[src/rtl/uma_pkg.sv]
// Shared types and default sizing for the unified memory arbiter.
// Latency: none (declarations only).
// Backpressure: none (declarations only).
package uma_pkg;

    localparam int UMA_ADDR_W       = 32;
    localparam int UMA_DATA_W       = 32;
    localparam int UMA_STARVE_LIMIT = 4;

    typedef enum logic [1:0] {
        UMA_IDLE  = 2'd0,
        UMA_ISSUE = 2'd1,
        UMA_RESP  = 2'd2
    } uma_state_t;

    typedef enum logic {
        UMA_OWN_IF = 1'b0,
        UMA_OWN_DM = 1'b1
    } uma_owner_t;

endpackage

[src/rtl/uma_starve_ctr.sv]
// Fetch starvation counter: counts data grants taken while fetch is waiting.
// Latency: at_limit reflects grants up to the previous cycle (registered count).
// Backpressure: none; it only observes grant decisions made by the arbiter.
//
// Ports: clk/rst (async active-high), if_req, idle (arbiter in IDLE),
//        if_grant/dm_grant (grant taken this cycle), at_limit (count == limit).
module uma_starve_ctr
    import uma_pkg::*;
#(
    parameter int STARVE_LIMIT = UMA_STARVE_LIMIT
) (
    input  logic clk,
    input  logic rst,
    input  logic if_req,
    input  logic idle,
    input  logic if_grant,
    input  logic dm_grant,
    output logic at_limit
);

    localparam int CW = $clog2(STARVE_LIMIT + 1);
    localparam logic [CW-1:0] LIMIT = CW'(STARVE_LIMIT);

    logic [CW-1:0] cnt_q;

    always_ff @(posedge clk or posedge rst) begin
        if (rst) begin
            cnt_q <= '0;
        end else if (if_grant || (idle && !if_req)) begin
            // Fetch got served, or is not waiting at all: nothing owed.
            cnt_q <= '0;
        end else if (dm_grant && if_req && (cnt_q != LIMIT)) begin
            cnt_q <= cnt_q + 1'b1;
        end
    end

    assign at_limit = (cnt_q == LIMIT);

endmodule

[src/rtl/unified_mem_arbiter.sv]
// Shares one single-ported memory between instruction fetch and the data stage.
// Latency: request seen in IDLE -> mem_req next cycle; 2 cycles minimum to *_valid.
// Backpressure: holds mem_req/fields until mem_gnt; requesters stall via *_stall.
//
// Ports: fetch side (if_req/if_addr/if_flush -> if_rdata/if_valid/if_stall),
//        data side (dm_req/dm_we/dm_addr/dm_wdata/dm_be -> dm_rdata/dm_valid/dm_stall),
//        memory side (registered mem_req/mem_we/mem_addr/mem_wdata/mem_be,
//        mem_gnt/mem_rvalid/mem_rdata in), busy = not IDLE.
// Build option: define UMA_FAIRNESS_EN to force a fetch grant after STARVE_LIMIT
// consecutive data grants taken while fetch waits; otherwise strict data priority.
module unified_mem_arbiter
    import uma_pkg::*;
#(
    parameter int ADDR_W       = UMA_ADDR_W,
    parameter int DATA_W       = UMA_DATA_W,
    parameter int STARVE_LIMIT = UMA_STARVE_LIMIT
) (
    input  logic                clk,
    input  logic                rst,
    input  logic                if_req,
    input  logic [ADDR_W-1:0]   if_addr,
    input  logic                if_flush,
    output logic [DATA_W-1:0]   if_rdata,
    output logic                if_valid,
    output logic                if_stall,
    input  logic                dm_req,
    input  logic                dm_we,
    input  logic [ADDR_W-1:0]   dm_addr,
    input  logic [DATA_W-1:0]   dm_wdata,
    input  logic [DATA_W/8-1:0] dm_be,
    output logic [DATA_W-1:0]   dm_rdata,
    output logic                dm_valid,
    output logic                dm_stall,
    output logic                mem_req,
    output logic                mem_we,
    output logic [ADDR_W-1:0]   mem_addr,
    output logic [DATA_W-1:0]   mem_wdata,
    output logic [DATA_W/8-1:0] mem_be,
    input  logic                mem_gnt,
    input  logic                mem_rvalid,
    input  logic [DATA_W-1:0]   mem_rdata,
    output logic                busy
);

    uma_state_t state_q, state_d;
    uma_owner_t owner_q;
    logic       stale_q;

    logic in_idle;
    logic grant_if;
    logic grant_dm;
    logic fetch_first;
    logic resp_fire;
    logic if_hit;
    logic dm_hit;

    assign in_idle = (state_q == UMA_IDLE);

`ifdef UMA_FAIRNESS_EN
    logic at_limit;

    uma_starve_ctr #(
        .STARVE_LIMIT (STARVE_LIMIT)
    ) u_starve_ctr (
        .clk      (clk),
        .rst      (rst),
        .if_req   (if_req),
        .idle     (in_idle),
        .if_grant (grant_if),
        .dm_grant (grant_dm),
        .at_limit (at_limit)
    );

    assign fetch_first = at_limit & if_req;
`else
    // Strict data priority: the starvation limit has no effect in this build.
    assign fetch_first = 1'b0 & (STARVE_LIMIT == 0);
`endif

    // Data wins a tie unless fetch has been starved past the limit.
    assign grant_if = in_idle & if_req & (~dm_req | fetch_first);
    assign grant_dm = in_idle & dm_req & ~grant_if;

    always_ff @(posedge clk or posedge rst) begin
        if (rst) begin
            state_q <= UMA_IDLE;
        end else begin
            state_q <= state_d;
        end
    end

    always_comb begin
        state_d = state_q;
        case (state_q)
            UMA_IDLE:  if (grant_if || grant_dm) state_d = UMA_ISSUE;
            UMA_ISSUE: if (mem_gnt)              state_d = UMA_RESP;
            UMA_RESP:  if (mem_rvalid)           state_d = UMA_IDLE;
            default:                             state_d = UMA_IDLE;
        endcase
    end

    // Owner, stale flag and the registered memory-side request.
    always_ff @(posedge clk or posedge rst) begin
        if (rst) begin
            owner_q   <= UMA_OWN_IF;
            stale_q   <= 1'b0;
            mem_req   <= 1'b0;
            mem_we    <= 1'b0;
            mem_addr  <= '0;
            mem_wdata <= '0;
            mem_be    <= '0;
        end else begin
            case (state_q)
                UMA_IDLE: begin
                    stale_q <= 1'b0;
                    if (grant_dm) begin
                        owner_q   <= UMA_OWN_DM;
                        mem_req   <= 1'b1;
                        mem_we    <= dm_we;
                        mem_addr  <= dm_addr;
                        mem_wdata <= dm_wdata;
                        mem_be    <= dm_be;
                    end else if (grant_if) begin
                        owner_q   <= UMA_OWN_IF;
                        mem_req   <= 1'b1;
                        mem_we    <= 1'b0;
                        mem_addr  <= if_addr;
                        mem_wdata <= '0;
                        mem_be    <= '1;
                    end
                end
                UMA_ISSUE: begin
                    if (mem_gnt) begin
                        mem_req <= 1'b0;
                    end
                    if (if_flush && (owner_q == UMA_OWN_IF)) begin
                        stale_q <= 1'b1;
                    end
                end
                UMA_RESP: begin
                    // The memory still finishes a flushed fetch; only its
                    // completion to the core is suppressed.
                    if (mem_rvalid) begin
                        stale_q <= 1'b0;
                    end else if (if_flush && (owner_q == UMA_OWN_IF)) begin
                        stale_q <= 1'b1;
                    end
                end
                default: begin
                    stale_q <= 1'b0;
                end
            endcase
        end
    end

    // Response routing is combinational so *_valid lands in the rvalid cycle.
    assign resp_fire = (state_q == UMA_RESP) & mem_rvalid;
    assign if_hit    = resp_fire & (owner_q == UMA_OWN_IF);
    assign dm_hit    = resp_fire & (owner_q == UMA_OWN_DM);

    assign if_rdata = if_hit ? mem_rdata : '0;
    assign dm_rdata = dm_hit ? mem_rdata : '0;

    // A requester that dropped its request, or a flushed fetch, gets no pulse.
    assign if_valid = if_hit & if_req & ~stale_q;
    assign dm_valid = dm_hit & dm_req & ~stale_q;

    assign if_stall = if_req & ~if_valid;
    assign dm_stall = dm_req & ~dm_valid;

    assign busy = ~in_idle;

endmodule

[config.mk]
export PLATFORM = sky130hd
export DESIGN_NAME = unified_mem_arbiter
export DESIGN_NICKNAME = d
export VERILOG_FILES = /design/src/rtl/uma_pkg.sv /design/src/rtl/uma_starve_ctr.sv /design/src/rtl/unified_mem_arbiter.sv
export SDC_FILE = /design/constraint.sdc
export NUM_CORES = 1
export LEC_CHECK = 0
export BUFFER_PORTS_ARGS = -buffer_cell sky130_fd_sc_hd__buf_2
export CAP_MARGIN = 20
export CORE_ASPECT_RATIO = 1.2
export CORE_MARGIN = 2
export CORE_UTILIZATION = 30
export CTS_BUF_LIST = sky130_fd_sc_hd__clkbuf_16
export DETAILED_ROUTE_END_ITERATION = 10
export HOLD_SLACK_MARGIN = 0.03
export PLACE_DENSITY_LB_ADDON = 0.08
export SYNTH_ARGS = -nofsm -noshare
export SYNTH_HDL_FRONTEND = slang
export SYNTH_SLANG_ARGS = --single-unit
[constraint.sdc]
create_clock -name clk -period 3.06 [get_ports clk]
set_input_delay 0.612 -clock clk [delete_from_list [all_inputs] [get_ports clk]]
set_output_delay 0.612 -clock clk [all_outputs]
set_load 0.1 [all_outputs]
* Word-level counts from Yosys, hierarchy flattened
Index checks and enable logic that the tools add are counted.
** Cells by class
- Equality and inequality tests :: 6
- Reductions and logical operators :: 8
- Bitwise operators :: 20
- Mux-type cells :: 22
** Operators with widths (number)
- $mux 32 :: 6
- $and 1x1->1 :: 13
- $mux 1 :: 8
- $mux 4 :: 2
- $not 1->1 :: 7
- $mux 2 :: 3
- $pmux 2 s3 :: 1
- $reduce_and 3->1 :: 2
- $ne 2x2->1 const B :: 2
- $pmux 1 s2 :: 2
- $reduce_bool 2->1 :: 2
- $ne 3x1->1 const B :: 1
- $eq 2x1->1 const B :: 1
- $eq 2x2->1 const B :: 1
- $logic_not 2->1 :: 1
- $ne 2x1->1 const B :: 1
- $reduce_and 2->1 :: 1
- $logic_and 1x1->1 :: 1
- $logic_or 1x1->1 :: 1
** Word-level totals
- Bits in registers :: 74
- Input port bits :: 140
- Logic and storage cells :: 64

* Depth between registers and ports, before layout
Gate-level depths: netlist (run 1).
- Word-level depth :: 8
- Mapped depth :: 7
- Gate-level depth less buffers :: 5

* Worst setup path after synthesis (run 1)
Ideal clock, no wire load.
- Path type :: register -> output
- From :: reg state_q[0]
- To :: out if_valid
- Setup slack :: -1.418 ns
- Path buffers :: 0
- Cell stages (with the launch flop) :: 5
- Arrival :: 3.866 ns
- Cells stage by stage :: dfrtp_1 > inv_1 > ha_1 > nand2_1 > nor4b_1
** Between the ends
- Longest elaborated chain between the ends :: 5
** Ends and longest elaborated chain
- start: declaration :: line unified_mem_arbiter.sv:45 : uma_state_t state_q, state_d;
- start signal: assignment :: line unified_mem_arbiter.sv:88 : state_q <= state_d;
- $eq 2x2->1 :: line unified_mem_arbiter.sv:157 : assign resp_fire = (state_q == UMA_RESP) & mem_rvalid;
- $and 1x1->1 :: line unified_mem_arbiter.sv:157
- $and 1x1->1 :: line unified_mem_arbiter.sv:158 : assign if_hit = resp_fire & (owner_q == UMA_OWN_IF);
- $and 1x1->1 (2 in a row) :: line unified_mem_arbiter.sv:165 : assign if_valid = if_hit & if_req & ~stale_q;
- end: declaration :: line unified_mem_arbiter.sv:24 : output logic if_valid,
No other way between the ends.

* Worst setup path in the final report (run 1)
- From :: reg state_q[0]
- To :: out dm_rdata[13]
** Between the ends
- Longest elaborated chain between the ends :: 4
** Ends and longest elaborated chain
- $eq 2x2->1 :: line unified_mem_arbiter.sv:157
- $and 1x1->1 :: line unified_mem_arbiter.sv:157
- $and 1x1->1 :: line unified_mem_arbiter.sv:159 : assign dm_hit = resp_fire & (owner_q == UMA_OWN_DM);
- $mux 32 :: line unified_mem_arbiter.sv:162 : assign dm_rdata = dm_hit ? mem_rdata : '0;
- end: declaration :: line unified_mem_arbiter.sv:31 : output logic [DATA_W-1:0] dm_rdata,
No other way between the ends.

==> results of run 1 <==
-- layer usage --
metal  routed length [µm]  share of wire (%)  vias up
li1                     -                  -     1758
met1                 4393                 35     1733
met2                 6517                 52      175
met3                 1313                 11       13
met4                  193                1.6        0
met5                    0                  0        -
-- how the worst max path moves through the flow --
| stage | startpoint | endpoint | slack (ns) | cells after the start |
|---|---|---|---|---|
| 2_1_floorplan | state_q[0] | dm_rdata[10] | 0.48 | 6 |
| 3_3_place_gp | mem_rvalid | dm_rdata[13] | 0.71 | 6 |
| 3_5_place_dp | mem_rvalid | dm_rdata[13] | 0.70 | 6 |
| 4_1_cts | state_q[0] | dm_rdata[13] | 0.35 | 7 |
| 5_1_grt | state_q[0] | dm_rdata[13] | 0.24 | 7 |
| 6_report | state_q[0] | dm_rdata[13] | 0.41 | 7 |
-- registers in the layout, summed over array words and instances, names as in the netlist --
signal	count
mem_be	4
stale_q	1
mem_addr	32
mem_wdata	32
state_q	2
owner_q	1
mem_we	1
mem_req	1
-- metrics by stage --
step,utilization (%),hold slack [ns]
floorplan,-,0.4935
global placement,52.58,0.4575
detailed placement,52.58,0.4650
CTS,55.19,0.3306
global route,55.19,0.3636
finish,55.19,0.3236
-- cell families (layout without fill, tap and decap cells) --
| group | count (synthesis) | in the layout | synth area share, % |
|---|---|---|---|
| compound gates | 110 | 110 | 21.19 |
| fa+ha+maj | 4 | 4 | 1.406 |
| buf+inv | 33 | 308 | 4.708 |
| flops | 74 | 74 | 52.00 |
| mux | 1 | 1 | 0.3162 |
| simple gates | 124 | 124 | 20.38 |
-- worst register-to-register path, cell delays in order, from the launching register on --
cell     delay [ns]
dfrtp_1        0.40
inv_1          0.12
ha_1           0.32
or3b_4         0.45
nand3_2        0.08
mux2_1         0.31
-- final cells by class --
cell class              instances  share of cell area [%]
inverters                       5                  0.2940
flip-flops and latches         74                   29.01
clock buffers                   9                   3.528
well taps                     157                   3.077
multi-input cells             239                   24.56
clock inverters                 7                   1.196
repair buffers                287                   38.34
-- placed cells by master, fill, tap and decap left out, drive strengths merged --
cell,count
nand2,35
a22o,33
mux2,1
nor4b,1
and3b,13
ha,4
nor3b,1
a22oi,20
nor2b,2
clkinv,3
dfrtp,74
o31a,2
o22a,4
clkinvlp,1
clkbuf,9
buf,287
o2bb2ai,1
inv,7
a31oi,1
o21ai,34
and2,65
nor2,3
nand2b,2
o21a,1
bufinv,1
nand3,1
a21oi,14
or3b,1
==> impl_metrics.ini, run 1 <==
[final_layout]
nFillCells = 1039
synthToLayoutAreaGrowth_pct = 79.27
design_area_um2 = 6384
multi_input_comb_area_um2 = 1568
nets = 760
regArea_um2 = 1852
stdcell_count = 778
antenna_cells = 0
drive_gt1_share_pct = 49.44

[run]
maxCapViolCount = 0

[timing]
worst_pin_slew_ns = 0.5574
setup_viol = 0
grt_setup_unrepaired = no
skew_ns = 0.004738
finalCritPeriodShare_pct = 86.66
setup_tns_ns = 0
finalCriticalPeriod_ns = 2.652
finalMaxSlewViolations = 0
finalHoldViolations = 0
setup_ws_ns = 0.4083
fmax_mhz = 377.1
max-slew-margin-rel_pct = 62.70

[synth]
yosysTopAreaCell = dfrtp_1
synth-seq-cells = 74
yosys_warnings = 0
synthArstFlopShare_pct = 100.0
syn-num-nets = 490
seq_area_frac_synth_pct = 52.00
syn_area_um2 = 3561
yosys_most_used_dff = dfrtp_1
netlist_top_cells_count = 74 x dfrtp_1, 65 x and2_1, 35 x nand2_1
synth_most_common_cell = dfrtp_1
syn_area_per_cell_um2 = 10.29
synth_cells = 346
synth.distinct_cells = 28
synthTopCellsByArea = dfrtp_1 52%, and2_1 11%, a22o_1 8.1%
synth.top_cell.area_share_pct = 52.00
synth_edf_count = 0

[routing]
wl_per_cell_um = 15.96
wirelength_um = 12420
via_per_inst = 4.729
drt_iter0_markers = 115
dr_total_vias = 3679
dr.pass1.iters = 4
ant_nets = 0
drcViolationCount = 0

[clock_tree]
cts_buffers = 9
post_cts_resized = 0
clock_tree.root_cell = clkbuf_16
cts.path.max_buffers = 2
ctsHoldBuffers = 0
clock-sinks = 74
clock_latency_ns = 0.33
htreeDepth = 3
clkTransAtPathRegs_ns = 0.06
cts_setup_buffers = 0
cts_tree = built

[worst_setup_path]
crit_path_start_kind = flip-flop
required_ns = 2.45
crit_type = flip-flop to output port
worstSetupEndpointType = output port
cp_top_family = buffers and inverters
crit_path_cell_trace = inv_1, ha_1, nand2_1, nor2_1, buf_4, and2_1, buf_12
r2r-end = state_q[0]
slowest_stage = dfrtp_1
crit_path_max_incr_delay_ns = 0.40
rr_startpoint = state_q[0]
reg2reg_slack_ns = 1.27
cp_max_fo = 33
worstRegToRegCells = 5
path_buf_inv = 3
arrival_ns = 2.04

[global_routing]
use_met2_pct = 34.07
grt_max_degree = 48
grt_busiest_layer = met2
use_met1_pct = 19.51
antenna_found_initial = 0
use_met3_pct = 8.253
grt_pass1_wl_um = 18540
gr-total-overflow = 0
grtUsageTotal_pct = 19.07
grt_pass1_vias = 3669

[floorplanning]
die_h_um = 123.3
die-area_um2 = 12760
io_pins = 279
die_w_um = 103.5
coreArea_um2 = 11570
initial_core_util_pct = 30.78
rows = 43

[placement]
dpl_cell_area_um2 = 6082
dpl.cell_count = 762
dp_hpwl_um = 9786
finalWeightedCongestion = 0.7832
io_buffers = 278
pre_cts_ws_ns = 0.7031

[status]
run_status = finished, final reports clean

[hold_path]
hold_path.class = primary input to async pin
Power of run 1 is left out: the tool's default activity adds up to more than one toggle a clock period on the data nets, which glitch-free logic cannot reach.
==> run 2, diff against run 1 <==
--- a/config.mk
+++ b/config.mk
@@ -7,13 +7,13 @@
 export LEC_CHECK = 0
 export BUFFER_PORTS_ARGS = -buffer_cell sky130_fd_sc_hd__buf_2
 export CAP_MARGIN = 20
-export CORE_ASPECT_RATIO = 1.2
-export CORE_MARGIN = 2
-export CORE_UTILIZATION = 30
+export CORE_AREA = 2 2 107 109
 export CTS_BUF_LIST = sky130_fd_sc_hd__clkbuf_16
 export DETAILED_ROUTE_END_ITERATION = 10
+export DIE_AREA = 0 0 109 111
 export HOLD_SLACK_MARGIN = 0.03
 export PLACE_DENSITY_LB_ADDON = 0.08
+export REMOVE_ABC_BUFFERS = 1
 export SYNTH_ARGS = -nofsm -noshare
 export SYNTH_HDL_FRONTEND = slang
 export SYNTH_SLANG_ARGS = --single-unit
==> run 2 against run 1 <==
  * Hold slack better by 0.096 ns
  * Sequential cell count unchanged
  * Setup slack improved by 0.10 ns
  * Routed wire length is 0.10% higher
==> impl_metrics.ini, run 2 (synthesis results as in run 1) <==
[clock_tree]
cts.path.max_buffers = 2
ctsHoldBuffers = 0
clock_latency_ns = 0.33
clock-sinks = 74
post_cts_resized = 0
clock_tree.root_cell = clkbuf_16
clkTransAtPathRegs_ns = 0.06
cts_buffers = 9
cts_tree = built
htreeDepth = 3
cts_setup_buffers = 0

[timing]
worst_pin_slew_ns = 0.8099
max-slew-margin-rel_pct = 45.94
finalCriticalPeriod_ns = 2.547
finalCritPeriodShare_pct = 83.24
setup_viol = 0
finalMaxSlewViolations = 0
grt_setup_unrepaired = no
fmax_mhz = 392.6
finalHoldViolations = 0
skew_ns = 0.006630

[global_routing]
antenna_found_initial = 1
grtUsageTotal_pct = 20.28
gr-total-overflow = 0
grt_pass1_wl_um = 18980
grt_max_degree = 49
grt_pass1_vias = 3481

[final_layout]
final_common_cell = buf_2
stdcell_count = 766
fin_util_pct = 57.34
reg_top3 = mem_addr: 32 flops, mem_wdata: 32 flops, mem_be: 4 flops
final_cell_mix = 213 x buf_2, 74 x dfrtp_1, 65 x and2_1, 65 x buf_12, 35 x nand2_1
drive_gt1_share_pct = 49.52
nets = 761
synthToLayoutAreaGrowth_pct = 78.36

[status]
run_status = finished, final reports clean

[worst_setup_path]
reg2reg_slack_ns = 1.28
arrival_ns = 1.94
crit_path_start_kind = flip-flop
worstSetupEndpointType = output port
rr_startpoint = state_q[1]
crit_type = flip-flop to output port
required_ns = 2.45
worstRegToRegCells = 5
r2r-end = state_q[0]
cp_max_fo = 33

[routing]
wl_per_cell_um = 16.23
dr_total_vias = 3590
drcViolationCount = 0
drt_iter0_markers = 129
ant_nets = 0
dr.pass1.iters = 4
wirelength_um = 12430
via_per_inst = 4.687

[placement]
dp_hpwl_um = 9630
finalWeightedCongestion = 0.8557
dpl.cell_count = 749
io_buffers = 278

[floorplanning]
die-area_um2 = 12100
die_w_um = 109
io_pins = 279
rows = 39
initial_core_util_pct = 32.15
die_h_um = 111
coreArea_um2 = 11080

[run]
maxCapViolCount = 0

[hold_path]
hold_path.class = primary input to async pin
-- run 2: cell types whose count changed in the layout (fill, tap and decap cells not counted) --
| cell | previous run | this run |
|---|---|---|
| diode_2 | 0 | 1 |
| inv_2 | 1 | 0 |
| inv_6 | 2 | 1 |
| buf_12 | 66 | 65 |
| clkinv_2 | 0 | 2 |
| nor4b_1 | 0 | 1 |
| nor4b_4 | 1 | 0 |
| buf_4 | 8 | 10 |
| clkinv_1 | 1 | 0 |
| clkinv_4 | 2 | 3 |
-- run 2: worst max-delay path, cell delays in order, from the launching register on --
cell	delay (ns)
dfrtp_1	0.40
inv_1	0.11
ha_1	0.18
nand2_1	0.11
nor2_1	0.10
buf_4	0.27
and3b_1	0.25
buf_12	0.18
-- run 2: layer usage --
metal,vias up,part of all wire [%],GRT usage (%)
met5,-,0,0
met4,0,1.3,5.385
met3,11,6.9,5.291
met2,131,50,33.95
met1,1693,42,25.71
li1,1755,-,-
-- run 2: final cells by class --
class                      instances  area, µm²
inverter                           5      20.02
clock buffer                       9      225.2
timing repair buffer             288       2442
sequential                        74       1852
antenna                            1      2.502
clock inverter                     7      77.57
multi-input combinational        239       1553
tap                              143      178.9
fill                             987       4726
-- run 2: worst max path at each step --
stage / start / endpoint / slack [ns] / cells after the start
after floorplan: state_q[0] / if_valid / -1.42 / 4
final: state_q[0] / dm_valid / 0.51 / 7
after detailed placement: if_req / if_valid / 0.79 / 3
after global routing: state_q[0] / dm_rdata[17] / 0.33 / 7
after CTS: state_q[0] / dm_valid / 0.48 / 7
after global placement: mem_rvalid / dm_rdata[17] / 0.82 / 6
-- run 2: per-stage QoR --
step / setup slack (ns) / cell area, µm² / TNS (ns) / hold slack, ns
4_1_cts: 0.4844 / 6349 / 0 / 0.4427
3_5_place_dp: 0.7857 / 6046 / 0 / 0.4649
5_1_grt: 0.3257 / 6351 / 0 / 0.4799
3_3_place_gp: 0.8214 / 6046 / 0 / 0.4567
2_1_floorplan: -1.418 / 3412 / -5.526 / 0.4935
6_report: 0.5127 / 6351 / 0 / 0.4199
Power of run 2 is left out for the same reason.
